### src/rtl/hazard_ctrl.sv
// Pipeline hazard controller: load-use stall, branch-mispredict flush and
// instruction-fetch wait handling for a classic five-stage pipeline.
// Optional feature macro: HAZARD_PERF_CNT_EN adds saturating stall/flush
// event counters (perf_stall_cnt, perf_flush_cnt).
// Flush timing: the bubble counter is loaded with FLUSH_CYCLES-1 on a
// mispredict and decremented (saturating at 0) on every FLUSH cycle; FLUSH is
// left once the decremented value reaches 0, so FLUSH lasts at least one cycle.
// Hazard outputs depend combinationally on the current inputs and are forced
// low while reset is high.
module hazard_ctrl #(
  parameter int unsigned FLUSH_CYCLES = 2
) (
  input  logic       clk,
  input  logic       reset,
  input  logic [4:0] id_rs1,
  input  logic [4:0] id_rs2,
  input  logic       id_use_rs1,
  input  logic       id_use_rs2,
  input  logic       ex_mem_read,
  input  logic [4:0] ex_rd,
  input  logic       ex_branch,
  input  logic       ex_zero,
  input  logic       if_take,
  input  logic       imem_ready,
  output logic       ex_mem_stall,
  output logic       ex_flush,
  output logic       id_ex_bubble,
  output logic [1:0] ctrl_state
`ifdef HAZARD_PERF_CNT_EN
  ,
  output logic [31:0] perf_stall_cnt,
  output logic [31:0] perf_flush_cnt
`endif
);

  localparam int unsigned CNT_W = 3;
  localparam logic [CNT_W-1:0] FLUSH_LOAD = CNT_W'(FLUSH_CYCLES - 1);

  typedef enum logic [1:0] {
    ST_RUN     = 2'd0,
    ST_LDSTALL = 2'd1,
    ST_FLUSH   = 2'd2,
    ST_IWAIT   = 2'd3
  } state_t;

  state_t           state;
  state_t           state_nxt;
  logic [CNT_W-1:0] cnt;
  logic [CNT_W-1:0] cnt_nxt;

  logic mispredict_c;
  logic load_use_c;
  logic stall_c;
  logic flush_c;
  logic bubble_c;

  // Hazard detection terms from the current EX/ID contents
  always_comb begin
    mispredict_c = ex_branch & (ex_zero != if_take);
    load_use_c   = ex_mem_read & (ex_rd != 5'd0) &
                   ((id_use_rs1 & (id_rs1 == ex_rd)) |
                    (id_use_rs2 & (id_rs2 == ex_rd)));
  end

  // Next-state, bubble counter and hazard output decode
  always_comb begin
    state_nxt = state;
    cnt_nxt   = cnt;
    stall_c   = 1'b0;
    flush_c   = 1'b0;
    bubble_c  = 1'b0;
    case (state)
      ST_RUN: begin
        if (mispredict_c) begin
          flush_c   = 1'b1;
          cnt_nxt   = FLUSH_LOAD;
          state_nxt = ST_FLUSH;
        end else if (load_use_c) begin
          stall_c   = 1'b1;
          bubble_c  = 1'b1;
          state_nxt = ST_LDSTALL;
        end else if (!imem_ready) begin
          stall_c   = 1'b1;
          bubble_c  = 1'b1;
          state_nxt = ST_IWAIT;
        end
      end
      ST_LDSTALL: begin
        state_nxt = ST_RUN;
      end
      ST_FLUSH: begin
        bubble_c = 1'b1;
        cnt_nxt  = (cnt == '0) ? '0 : cnt - CNT_W'(1);
        if (cnt_nxt == '0) begin
          state_nxt = ST_RUN;
        end
      end
      ST_IWAIT: begin
        if (mispredict_c) begin
          flush_c   = 1'b1;
          cnt_nxt   = FLUSH_LOAD;
          state_nxt = ST_FLUSH;
        end else if (imem_ready) begin
          state_nxt = ST_RUN;
        end else begin
          stall_c  = 1'b1;
          bubble_c = 1'b1;
        end
      end
      default: begin
        state_nxt = ST_RUN;
        cnt_nxt   = '0;
      end
    endcase
  end

  // State and bubble counter registers
  always_ff @(posedge clk or posedge reset) begin
    if (reset) begin
      state <= ST_RUN;
      cnt   <= '0;
    end else begin
      state <= state_nxt;
      cnt   <= cnt_nxt;
    end
  end

  // Outputs held low for the whole reset window
  always_comb begin
    ex_mem_stall = stall_c & ~reset;
    ex_flush     = flush_c & ~reset;
    id_ex_bubble = bubble_c & ~reset;
    ctrl_state   = state;
  end

`ifdef HAZARD_PERF_CNT_EN
  // Saturating event counters for stall cycles and flush pulses
  always_ff @(posedge clk or posedge reset) begin
    if (reset) begin
      perf_stall_cnt <= '0;
      perf_flush_cnt <= '0;
    end else begin
      if (ex_mem_stall && (perf_stall_cnt != '1)) begin
        perf_stall_cnt <= perf_stall_cnt + 32'd1;
      end
      if (ex_flush && (perf_flush_cnt != '1)) begin
        perf_flush_cnt <= perf_flush_cnt + 32'd1;
      end
    end
  end
`endif

endmodule
### config.mk
export PLATFORM = sky130hd
export DESIGN_NAME = hazard_ctrl
export DESIGN_NICKNAME = d
export VERILOG_FILES = /design/src/rtl/hazard_ctrl.sv
export SDC_FILE = /design/constraint.sdc
export NUM_CORES = 1
export LEC_CHECK = 0
export CAP_MARGIN = 20
export CELL_PAD_IN_SITES_DETAIL_PLACEMENT = 1
export CELL_PAD_IN_SITES_GLOBAL_PLACEMENT = 2
export CORE_AREA = 2 2 49 51
export CTS_CLUSTER_SIZE = 10
export DETAILED_ROUTE_END_ITERATION = 7
export DIE_AREA = 0 0 51 53
export DONT_BUFFER_PORTS = 1
export GPL_ROUTABILITY_DRIVEN = 0
export PLACE_DENSITY_LB_ADDON = 0.1
export SLEW_MARGIN = 10
export SYNTH_ARGS = -nofsm -noshare
export SYNTH_HDL_FRONTEND = slang
export SYNTH_SLANG_ARGS = --single-unit
### constraint.sdc
create_clock -name clk -period 1.9 [get_ports clk]
set_input_delay 0 -clock clk [delete_from_list [all_inputs] [get_ports clk]]
set_output_delay 0 -clock clk [all_outputs]
set_load 0.1 [all_outputs]
# After elaboration in Yosys (flattened, before gate mapping)
# Cells that the tools add are included.
[totals]
reg_bits = 5
wordCells = 49
input_bits = 24
out_inout_bits = 5
[classes]
n_mux = 18
eq_ne = 10
reduce_logical = 8
n_addsub = 1
bitwise = 10
[op_table]
columns = ["cell", "n"]
rows = [
  ["two-way mux 2 bit", 6],
  ["equality test 5 bit", 2],
  ["bitwise AND 1 bit", 8],
  ["case mux 2 bit (4 select lines)", 1],
  ["zero test 3 bit", 2],
  ["two-way mux 1 bit", 6],
  ["two-way mux 3 bit", 2],
  ["case mux 3 bit (2 select lines)", 1],
  ["nonzero test 5 bit", 1],
  ["equality test 2 bit, second input constant", 2],
  ["!= test 4 bit, second input constant", 1],
  ["!= test 3 bit, second input constant", 1],
  ["case mux 1 bit (3 select lines)", 1],
  ["AND reduction 3 bit", 1],
  ["subtractor 3 x 1 -> 3 bit, second input constant", 1],
  ["equality test 2 x 1 -> 1 bit, second input constant", 1],
  ["zero test 2 bit", 1],
  ["!= test 2 x 1 -> 1 bit, second input constant", 1],
  ["!= test 2 bit, second input constant", 1],
  ["case mux 1 bit (2 select lines)", 1],
  ["AND reduction 2 bit", 1],
  ["nonzero test 2 bit", 1],
  ["OR reduction 2 bit", 1],
  ["!= test 1 bit", 1],
  ["other kinds (2)", 2],
]

# Logic depth before layout (Yosys ltp)
# Gate-level depths: netlist (run 1).
[logic_depth]
ltp_word = 8
mapped_depth = 7

# Worst setup path before layout (run 1)
# Ideal clock, no wire load.
[synth_path]
path_kind = "flip-flop to output port"
from = "reg state[0], in the netlist ctrl_state[0]"
to = "out id_ex_bubble"
arrival_time_ps = 6383
setup_slack_ps = -4483
n_path_buf = 0
stages_incl_launch_ff = 7
path_cell_list = "dfrtp_1 > ha_1 > nor2b_1 > nor2_1 > nor2_1 > nor2_1 > a2111oi_0"
[synth_via]
elab_chain_len = 3
elab_cells_between_ends = 5
[synth_rtl]
columns = ["element", "line_no", "source"]
rows = [
  ["from (decl)", "46", "state_t state;"],
  ["from (signal assigned)", "123", "state <= state_nxt;"],
  ["equality test 2 bit / zero test 2 bit (equally long branches)", "72", "case (state)"],
  ["case mux 1 bit (3 select lines) (*)", "72", ""],
  ["bitwise AND 1 bit (*)", "132", "id_ex_bubble = bubble_c & ~reset;"],
  ["to (decl)", "27", "output logic id_ex_bubble,"],
]
# Mark *: on every way between the ends. The rest lies on a longest branch, timed or not.

# Worst setup path after layout (run 1)
# Same ends and word-level chain as after synthesis.

==> flow_metrics.py, run 1 <==
metrics = {
    "run_status": {
        "run_status": "completed",
    },
    "synth": {
        "ys_ff_latch": 5,
        "syn_avg_cell_area_um2": 7.796,
        "syn_nets": 107,
        "syn_inst": 78,
        "synth.largest_area_cell": "dfrtp_1",
        "yosysSeqAreaShare": 0.2058,
        "ys_types": 31,
        "synth.area.top_cells": "dfrtp_1 (21%), xnor2_1 (14%), ha_1 (10%)",
        "synthesis.area_um2": 608.1,
        "netlist.area_leader.share": 0.2058,
        "ys.warnings.count": 0,
    },
    "place": {
        "post_dp_cell_area_um2": 817.0,
        "port_buffers": 0,
        "hpwlAfterDp_um": 1531,
    },
    "sta": {
        "final_max_slew_viol_count": 0,
        "min_period_ns": 1.810,
        "worstMarginPinSlew_ns": 0.4265,
        "fin_crit_sh": 0.9528,
        "setup_viol": 0,
        "fin_skew_ns": 0.0006603,
        "hold_viol_final": 0,
        "rsz0062_at_grt": "no",
        "clock.fmax_mhz": 552.4,
        "tns_ns": 0,
        "relSlewSlack": 0.7138,
    },
    "power": {
        "powerDensity_nw_per_um2": 1535,
        "combPwrFrac": 0.747,
        "p_leak_uw": 0.0003158,
        "intPower_uw": 595.6,
        "p_clk_frac": 0.092,
        "swShare": 0.5461,
        "p_switching_uw": 716.6,
        "ir_worst_vdd_uv": 1004,
        "seqPwrFrac": 0.161,
    },
    "cells_and_area": {
        "stdcell_area_um2": 854.6,
        "num_antenna_cells": 0,
        "fin_nets": 119,
        "area_growth_pct": 40.54,
        "fillers": 253,
        "drive_above_1_share": 0.2809,
    },
    "routing": {
        "ant_nets": 0,
        "wirelength_um": 1790,
        "dr.first_iter.drc_count": 6,
        "vias": 618,
        "drt-pass1-iter-count": 4,
        "drc": 0,
        "via_per_inst": 5.282,
        "wl_per_cell_um": 15.30,
    },
    "clock_tree": {
        "h-tree-depth": 1,
        "clk_path_buf_depth": 2,
        "cts_tree": "yes",
        "insertion_delay_ns": 0.24,
        "numCtsBuffers": 3,
        "path_clk_slew_ns": 0.05,
        "cts_resized": 0,
        "cts-root-buf": "clkbuf_4",
        "numClockSinks": 5,
    },
    "setup_path": {
        "crit_type": "flip-flop to output pin",
        "cp-end-kind": "output pin",
        "critical_path_arrival_ns": 1.81,
        "startpoint_type": "flip-flop",
        "path_max_fanout": 6,
        "critical_path_required_ns": 1.90,
    },
    "worst_hold_path": {
        "hold_path_class": "input port to async pin",
    },
    "floorplanning": {
        "start_util": 0.2831,
        "rows": 17,
        "die_h_um": 53,
        "fp.coreArea_um2": 2148,
        "fp.dieArea_um2": 2703,
        "die_w_um": 51,
        "pin_count": 29,
    },
    "global_route": {
        "antenna_found_initial": 0,
        "grt_max_degree": 10,
        "grt_pass1_wl_um": 2739,
        "grtUsageTotal": 0.1426,
        "grt_pass1_vias": 615,
        "grt_overflow": 0,
    },
    "run": {
        "maxCapViolations": 0,
    },
}
==> routing by layer <==
layer / track usage / wire [um]
met1: 0.1684 / 797
met2: 0.2511 / 869
met3: 0.04802 / 115
met4: 0.02703 / 8
met5: 0 / 0
==> what timing repair did <==
item                                    4_1_cts  5_1_grt
endpoints found under the hold margin         5        0
buffers inserted                              0        0
hold buffers                                  1        0
endpoints found under the setup margin        0        1
==> cell type report <==
| cell class | count | area (um^2) | area share |
|---|---|---|---|
| multi-input cells | 69 | 545.5 | 0.6384 |
| flip-flops and latches | 5 | 132.6 | 0.1552 |
| repair buffers | 8 | 100.1 | 0.1171 |
| well taps | 28 | 35.03 | 0.04100 |
| clock buffers | 3 | 22.52 | 0.02635 |
| inverters | 3 | 13.76 | 0.01611 |
| clock inverters | 1 | 5.005 | 0.005857 |
==> registers in the layout (all words and copies together), names as in the netlist <==
register / count
cnt: 3
ctrl_state: 2
==> kinds of logic (layout without fill, tap and decap cells) <==
family | count (synthesis) | in the layout | share of synthesized area
AO/OA/AOI/OAI | 21 | 21 | 0.2531
XOR/XNOR | 11 | 11 | 0.1584
adder cells (fa/ha/maj) | 5 | 5 | 0.1029
buffers and inverters | 4 | 15 | 0.02468
flip-flops | 5 | 5 | 0.2058
AND/OR/NAND/NOR | 32 | 32 | 0.2552
==> synthesized netlist by cell type <==
cell       instances
and2_4             1
or4_1              1
a221oi_2           1
a21oi_1            4
a32o_1             1
a21o_1             1
inv_1              3
o21ai_1            1
a2111oi_0          1
nor4_1             1
ha_1               5
a311oi_2           1
nand3_1            2
nor2_1            10
o21ai_0            4
nor2b_1            2
xor2_1             1
o22ai_1            1
o211a_1            1
nor3_1             1
dfrtp_1            5
clkbuf_1           1
nand2_1            8
nand2b_1           2
and2_0             1
o21a_1             1
xnor2_1           10
or2_2              1
a222oi_1           1
a31oi_1            3
nand4_1            2
==> path summary, 6_finish.rpt <==
path | start | to | slack, ns | cells after the start
max in group asynchronous | reset | ctrl_state[1] | 1.57 | 2
max | ctrl_state[0] | id_ex_bubble | 0.09 | 6
min reg2reg | cnt[0] | cnt[0] | 0.47 | 1
min in group clk | ex_branch | cnt[0] | 0.14 | 4
min | reset | cnt[1] | 0.13 | 2
max reg2reg | ctrl_state[0] | ctrl_state[1] | 0.21 | 6
==> worst max-delay path, stage by stage, from the launching register on <==
cell and delay, ns:
dfrtp_4 0.52, inv_2 0.11, ha_1 0.17, buf_4 0.14
nor2b_1 0.07, a2111oi_4 0.35, buf_12 0.22
==> power groups by stage <==
stage	sequential, uW	combinational, uW	clock [uW]
floorplan	344	633	0
global placement	212	988	0
detailed placement	213	986	0
CTS	212	992	127
global route	219	1060	139
finish	211	980	121
==> stage by stage <==
| step | std cells | hold WS, ns | total power [uW] | worst slack, ns | util |
|---|---|---|---|---|---|
| final | 117 | 0.1303 | 1312 | 0.08977 | 0.3978 |
| after global routing | 117 | 0.1240 | 1419 | 0.001265 | 0.3978 |
| after CTS | 117 | 0.1314 | 1331 | 0.01920 | 0.3978 |
| after detailed placement | 112 | -0.1887 | 1199 | 0.2217 | 0.3803 |
| after global placement | 112 | -0.1863 | 1200 | 0.2575 | 0.3803 |
| after floorplan | 78 | -0.2214 | 976.8 | -0.4017 | - |
==> layout by cell type, fill, tap and decap left out, types with 2 or more instances in the layout <==
cell type / netlist / final
clkbuf_4: 0 / 3
nor2_1: 10 / 10
xnor2_1: 10 / 10
buf_4: 0 / 4
a21oi_1: 4 / 4
dfrtp_4: 0 / 2
nand3_1: 2 / 2
buf_12: 0 / 3
o21ai_0: 4 / 4
a31oi_1: 3 / 3
dfrtp_1: 5 / 3
ha_4: 0 / 2
nand2b_1: 2 / 2
nand4_1: 2 / 2
nand2_1: 8 / 8
ha_1: 5 / 3
Note: power is estimated with default switching activity, not from simulation.
==> inputs of run 2 (changes only) <==
Settings changed: CTS_BUF_LIST set to sky130_fd_sc_hd__clkbuf_16.
==> flow_metrics.py, run 2 (synthesized netlist as in run 1, its figures left out) <==
metrics = {
    "sta": {
        "fin_skew_ns": 0.001054,
        "final_max_slew_viol_count": 0,
        "tns_ns": 0,
        "hold_viol_final": 0,
        "worstMarginPinSlew_ns": 0.4277,
        "min_period_ns": 1.791,
        "fin_crit_sh": 0.9427,
        "setup_slack_ns": 0.1090,
        "relSlewSlack": 0.7130,
        "clock.fmax_mhz": 558.3,
        "setup_viol": 0,
        "fin_hold_ws_ns": 0.1473,
        "rsz0062_at_grt": "no",
    },
    "place": {
        "pre_cts_slack_ns": 0.2217,
        "dp_cells": 112,
        "port_buffers": 0,
        "hpwlAfterDp_um": 1531,
    },
    "clock_tree": {
        "clk_path_buf_depth": 2,
        "insertion_delay_ns": 0.23,
        "cts_tree": "yes",
        "h-tree-depth": 1,
        "path_clk_slew_ns": 0.03,
        "cts_resized": 0,
        "numClockSinks": 5,
        "cts-root-buf": "clkbuf_16",
        "numCtsBuffers": 3,
        "postCtsSetupBuffers": 0,
    },
    "cells_and_area": {
        "largest_reg_flops": 3,
        "regArea_um2": 132.6,
        "fin_nets": 119,
        "multi_input_area_um2": 545.5,
        "fillers": 249,
        "finalNonFillerCells": 117,
        "drive_above_1_share": 0.2809,
        "largest_register": "cnt",
        "final_cell_mix": "nor2_1 (10), xnor2_1 (10), nand2_1 (8)",
        "area_growth_pct": 49.18,
        "num_antenna_cells": 0,
        "post-route-util": 0.4222,
    },
    "power": {
        "ir_worst_vdd_uv": 1011,
        "powerDensity_nw_per_um2": 1695,
        "p_leak_uw": 0.0003390,
    },
    "global_route": {
        "grt_max_degree": 10,
        "antenna_found_initial": 0,
        "grt_pass1_vias": 619,
        "grtUsageTotal": 0.1450,
        "grt_pass1_wl_um": 2773,
        "grt_overflow": 0,
    },
    "floorplanning": {
        "pin_count": 29,
        "fp.coreArea_um2": 2148,
        "start_util": 0.2831,
        "die_h_um": 53,
        "die_w_um": 51,
        "fp.dieArea_um2": 2703,
        "rows": 17,
    },
    "setup_path": {
        "ff2ff_path_depth": 6,
        "critical_path_arrival_ns": 1.79,
        "critical_path_required_ns": 1.90,
        "cp-end-kind": "output pin",
        "startpoint_type": "flip-flop",
        "timing.rr.start": "ctrl_state[0]",
        "timing.rr.end": "ctrl_state[1]",
        "crit_type": "flip-flop to output pin",
        "ff2ff_setup_slack_ns": 0.20,
        "path_max_fanout": 6,
    },
    "routing": {
        "wirelength_um": 1863,
        "wl_per_cell_um": 15.92,
        "ant_nets": 0,
        "drc": 0,
        "via_per_inst": 5.316,
        "dr.first_iter.drc_count": 8,
        "vias": 622,
        "drt-pass1-iter-count": 4,
    },
    "run": {
        "maxCapViolations": 0,
    },
    "worst_hold_path": {
        "hold_path_class": "input port to async pin",
    },
    "run_status": {
        "run_status": "completed",
    },
}
run 2: cell count changes in the layout (fill, tap and decap cells not counted):
cell / previous run / this run
clkbuf_16: 0 / 3
clkbuf_4: 3 / 0
run 2: worst max-delay path, stage by stage (launching register included):
cell and delay, ns:
dfrtp_4 0.51, inv_2 0.11, ha_1 0.17, buf_4 0.14
nor2b_1 0.07, a2111oi_4 0.35, buf_12 0.22
run 2: worst max-delay path by stage:
stage,start,endpoint
global route,ctrl_state[0],id_ex_bubble
global placement,ctrl_state[0],ctrl_state[1]
CTS,ctrl_state[0],id_ex_bubble
floorplan,ctrl_state[1],id_ex_bubble
finish,ctrl_state[0],id_ex_bubble
detailed placement,ctrl_state[0],ctrl_state[1]
run 2: cell type report:
type	instances	share of cell area
Multi-Input combinational cell	69	0.6014
Clock buffer	3	0.08276
Tap cell	28	0.03862
Timing Repair Buffer	8	0.1103
Inverter	3	0.01517
Sequential cell	5	0.1462
Clock inverter	1	0.005517
run 2: per-stage QoR:
stage          area [um^2]  power, uW
2_1_floorplan        705.7      976.8
3_3_place_gp         817.0       1200
3_5_place_dp         817.0       1199
4_1_cts              907.1       1559
5_1_grt              907.1       1634
6_report             907.1       1538
run 2: where the power goes:
group / switching (uW) / internal (uW)
logic: 616 / 369
clock network: 67.0 / 275
registers: 60.1 / 151
run 2: routing by layer:
layer  global-route usage  wire [um]
met5                    0          0
met4              0.02703          0
met3              0.04802        126
met2               0.2576        941
met1               0.1701        795
run 2: timing repair:
item                                    in CTS  in global routing
hold buffers                                 1                  0
endpoints found under the setup margin       0                  1
hold endpoints to repair                     5                  0
==> inputs of run 3 (changes only) <==
Settings changed: ABC_AREA set to 1, CORE_AREA 2 2 49 51 to 2 2 52 54, DIE_AREA 0 0 51 53 to 0 0 54 56.
==> flow_metrics.py, run 3 <==
metrics = {
    "power": {
        "p_clk_frac": 0.266,
        "swShare": 0.4749,
        "powerDensity_nw_per_um2": 1414,
        "p_leak_uw": 0.0005037,
        "intPower_uw": 672.4,
        "p_switching_uw": 608.1,
        "seqPwrFrac": 0.151,
        "combPwrFrac": 0.583,
        "fin_total_pwr_uw": 1280,
        "ir_worst_vdd_uv": 691.6,
    },
    "worst_hold_path": {
        "min_from": "imem_ready",
        "hold_path_class": "input port to flip-flop",
    },
    "floorplanning": {
        "rows": 18,
        "pin_count": 29,
        "start_util": 0.2665,
        "die_h_um": 56,
        "fp.coreArea_um2": 2432,
        "fp.dieArea_um2": 3024,
        "die_w_um": 54,
    },
    "synth": {
        "synth.most_common_cell": "nand2_1",
        "ys_types": 18,
        "synthesis.area_um2": 648.1,
        "synth_top_cells_by_count": "nand2_1 (47), inv_1 (21), nor2_1 (12)",
        "syn_nets": 146,
        "synth_edf_count": 0,
        "synthFlopType": "dfrtp_1",
        "synthArstFlopShare": 1.000,
        "syn_avg_cell_area_um2": 5.540,
        "syn_inst": 117,
        "netlist.area_leader.share": 0.2722,
        "synth.largest_area_cell": "nand2_1",
        "yosysSeqAreaShare": 0.1931,
        "ys.warnings.count": 0,
        "ys_ff_latch": 5,
        "synth.area.top_cells": "nand2_1 (27%), dfrtp_1 (19%), inv_1 (12%)",
    },
    "global_route": {
        "antenna_found_initial": 0,
        "grt_pass1_wl_um": 2870,
        "grtUsageTotal": 0.1257,
        "grt_pass1_vias": 737,
        "grt_max_degree": 6,
        "grt_overflow": 0,
    },
    "clock_tree": {
        "cts_resized": 0,
        "cts_tree": "yes",
        "h-tree-depth": 1,
        "numCtsBuffers": 3,
        "hold_buffers": 1,
        "cts-root-buf": "clkbuf_16",
        "path_clk_slew_ns": 0.03,
        "insertion_delay_ns": 0.23,
        "clk_path_buf_depth": 2,
        "numClockSinks": 5,
        "postCtsSetupBuffers": 0,
    },
    "sta": {
        "fin_crit_sh": 0.9244,
        "setup_viol": 0,
        "hold_viol_final": 0,
        "clock.fmax_mhz": 569.3,
        "min_period_ns": 1.756,
        "fin_skew_ns": 0.001347,
        "worstMarginPinSlew_ns": 0.2936,
        "final_max_slew_viol_count": 0,
        "rsz0062_at_grt": "no",
        "relSlewSlack": 0.8043,
    },
    "setup_path": {
        "cp-end-kind": "output pin",
        "timing.rr.start": "ctrl_state[1]",
        "cp_slowest_cell": "dfrtp_4",
        "cp_cell_sequence": "inv_1, ha_4, or2_2, nor2_4, buf_12",
        "path_max_fanout": 4,
        "cp_num_buf_inv": 2,
        "max_stage_delay_ns": 0.49,
        "startpoint": "ctrl_state[1]",
        "critical_path_arrival_ns": 1.76,
        "crit_family": "flip-flops",
        "startpoint_type": "flip-flop",
        "crit_type": "flip-flop to output pin",
        "critical_path_required_ns": 1.90,
    },
    "run_status": {
        "run_status": "completed",
    },
    "place": {
        "port_buffers": 0,
        "hpwlAfterDp_um": 1402,
        "post_dp_cell_area_um2": 817.0,
    },
    "routing": {
        "vias": 681,
        "via_per_inst": 4.338,
        "wirelength_um": 1614,
        "drt-pass1-iter-count": 2,
        "dr.first_iter.drc_count": 4,
        "ant_nets": 0,
        "drc": 0,
        "wl_per_cell_um": 10.28,
    },
    "cells_and_area": {
        "area_growth_pct": 39.77,
        "largest_reg_flops": 3,
        "final_common_cell": "nand2_1",
        "fin_nets": 157,
        "largest_register": "cnt",
        "stdcell_area_um2": 905.9,
        "final_cell_mix": "nand2_1 (47), inv_1 (20), nor2_1 (10)",
        "drive_above_1_share": 0.2441,
        "fillers": 333,
        "num_antenna_cells": 0,
    },
    "run": {
        "maxCapViolations": 0,
    },
}
## run 3: changes by cell type after synthesis, sizes merged, moves of 2 or more
| cell | change |
|---|---|
| o21ai | -3 |
| or2 | +2 |
| nand2 | +43 |
| nor2b | -2 |
| nand3 | +2 |
| inv | +22 |
| nor2 | +3 |
| xnor2 | -10 |
| and2 | -2 |
| nand2b | -2 |
| a31oi | -3 |
## run 3: cell families (layout without fill, tap and decap cells)
family	after synthesis	count (layout)	share of synthesized area
AND/OR/NAND/NOR	75	75	0.5058
buffers and inverters	25	35	0.1448
AO/OA/AOI/OAI	7	7	0.05985
adder cells (fa/ha/maj)	5	5	0.09653
flip-flops	5	5	0.1931
## run 3: final timing paths
path | cells past startpoint | endpoint | slack [ns]
setup / recovery | 5 | ex_flush | 0.14
hold / removal | 4 | ctrl_state[0] | 0.04
setup reg to reg | 9 | cnt[1] | 0.29
hold reg to reg | 2 | cnt[0] | 0.47
max in group asynchronous | 2 | ctrl_state[0] | 1.58
min in group asynchronous | 2 | cnt[2] | 0.13
## run 3: tightest hold or removal path, cell delays in order
cell and delay, ns:
nand3_2 0.08, nand2_2 0.05, nand2_1 0.05, nand2_1 0.05
## run 3: layout make-up
cell class	instances	area, um^2	share of cell area
tap	30	37.54	0.04144
sequential	5	132.6	0.1464
clock inverter	1	3.754	0.004144
multi-input combinational	87	478.0	0.5276
timing repair buffer	6	85.08	0.09392
clock buffer	3	75.07	0.08287
inverter	25	93.84	0.1036
## run 3: through the flow
stage                     utilization  std cells  setup TNS [ns]  setup slack (ns)  hold WS (ns)
after floorplan                     -        117        -0.02829          -0.02829       -0.2214
after global placement         0.3359        152               0            0.3619       -0.1953
after detailed placement       0.3359        152               0            0.3001       -0.1960
after CTS                      0.3724        157               0            0.1292       0.04886
after global routing           0.3724        157               0           0.07991       0.07999
final                          0.3724        157               0            0.1436       0.04035
## run 3: per-layer routing
metal	track usage	vias to the layer above	part of all wire
met5	0	-	0
met4	0.05357	0	0.014
met3	0.01344	3	0.058
met2	0.2265	21	0.51
met1	0.1422	293	0.42
li1	-	364	-
## run 3: power by group through the flow
stage          Clock [uW]  Sequential (uW)  Combinational, uW
2_1_floorplan           0              335                439
3_3_place_gp            0              192                756
3_5_place_dp            0              195                758
4_1_cts               348              194                762
5_1_grt               359              199                823
6_report              341              193                747
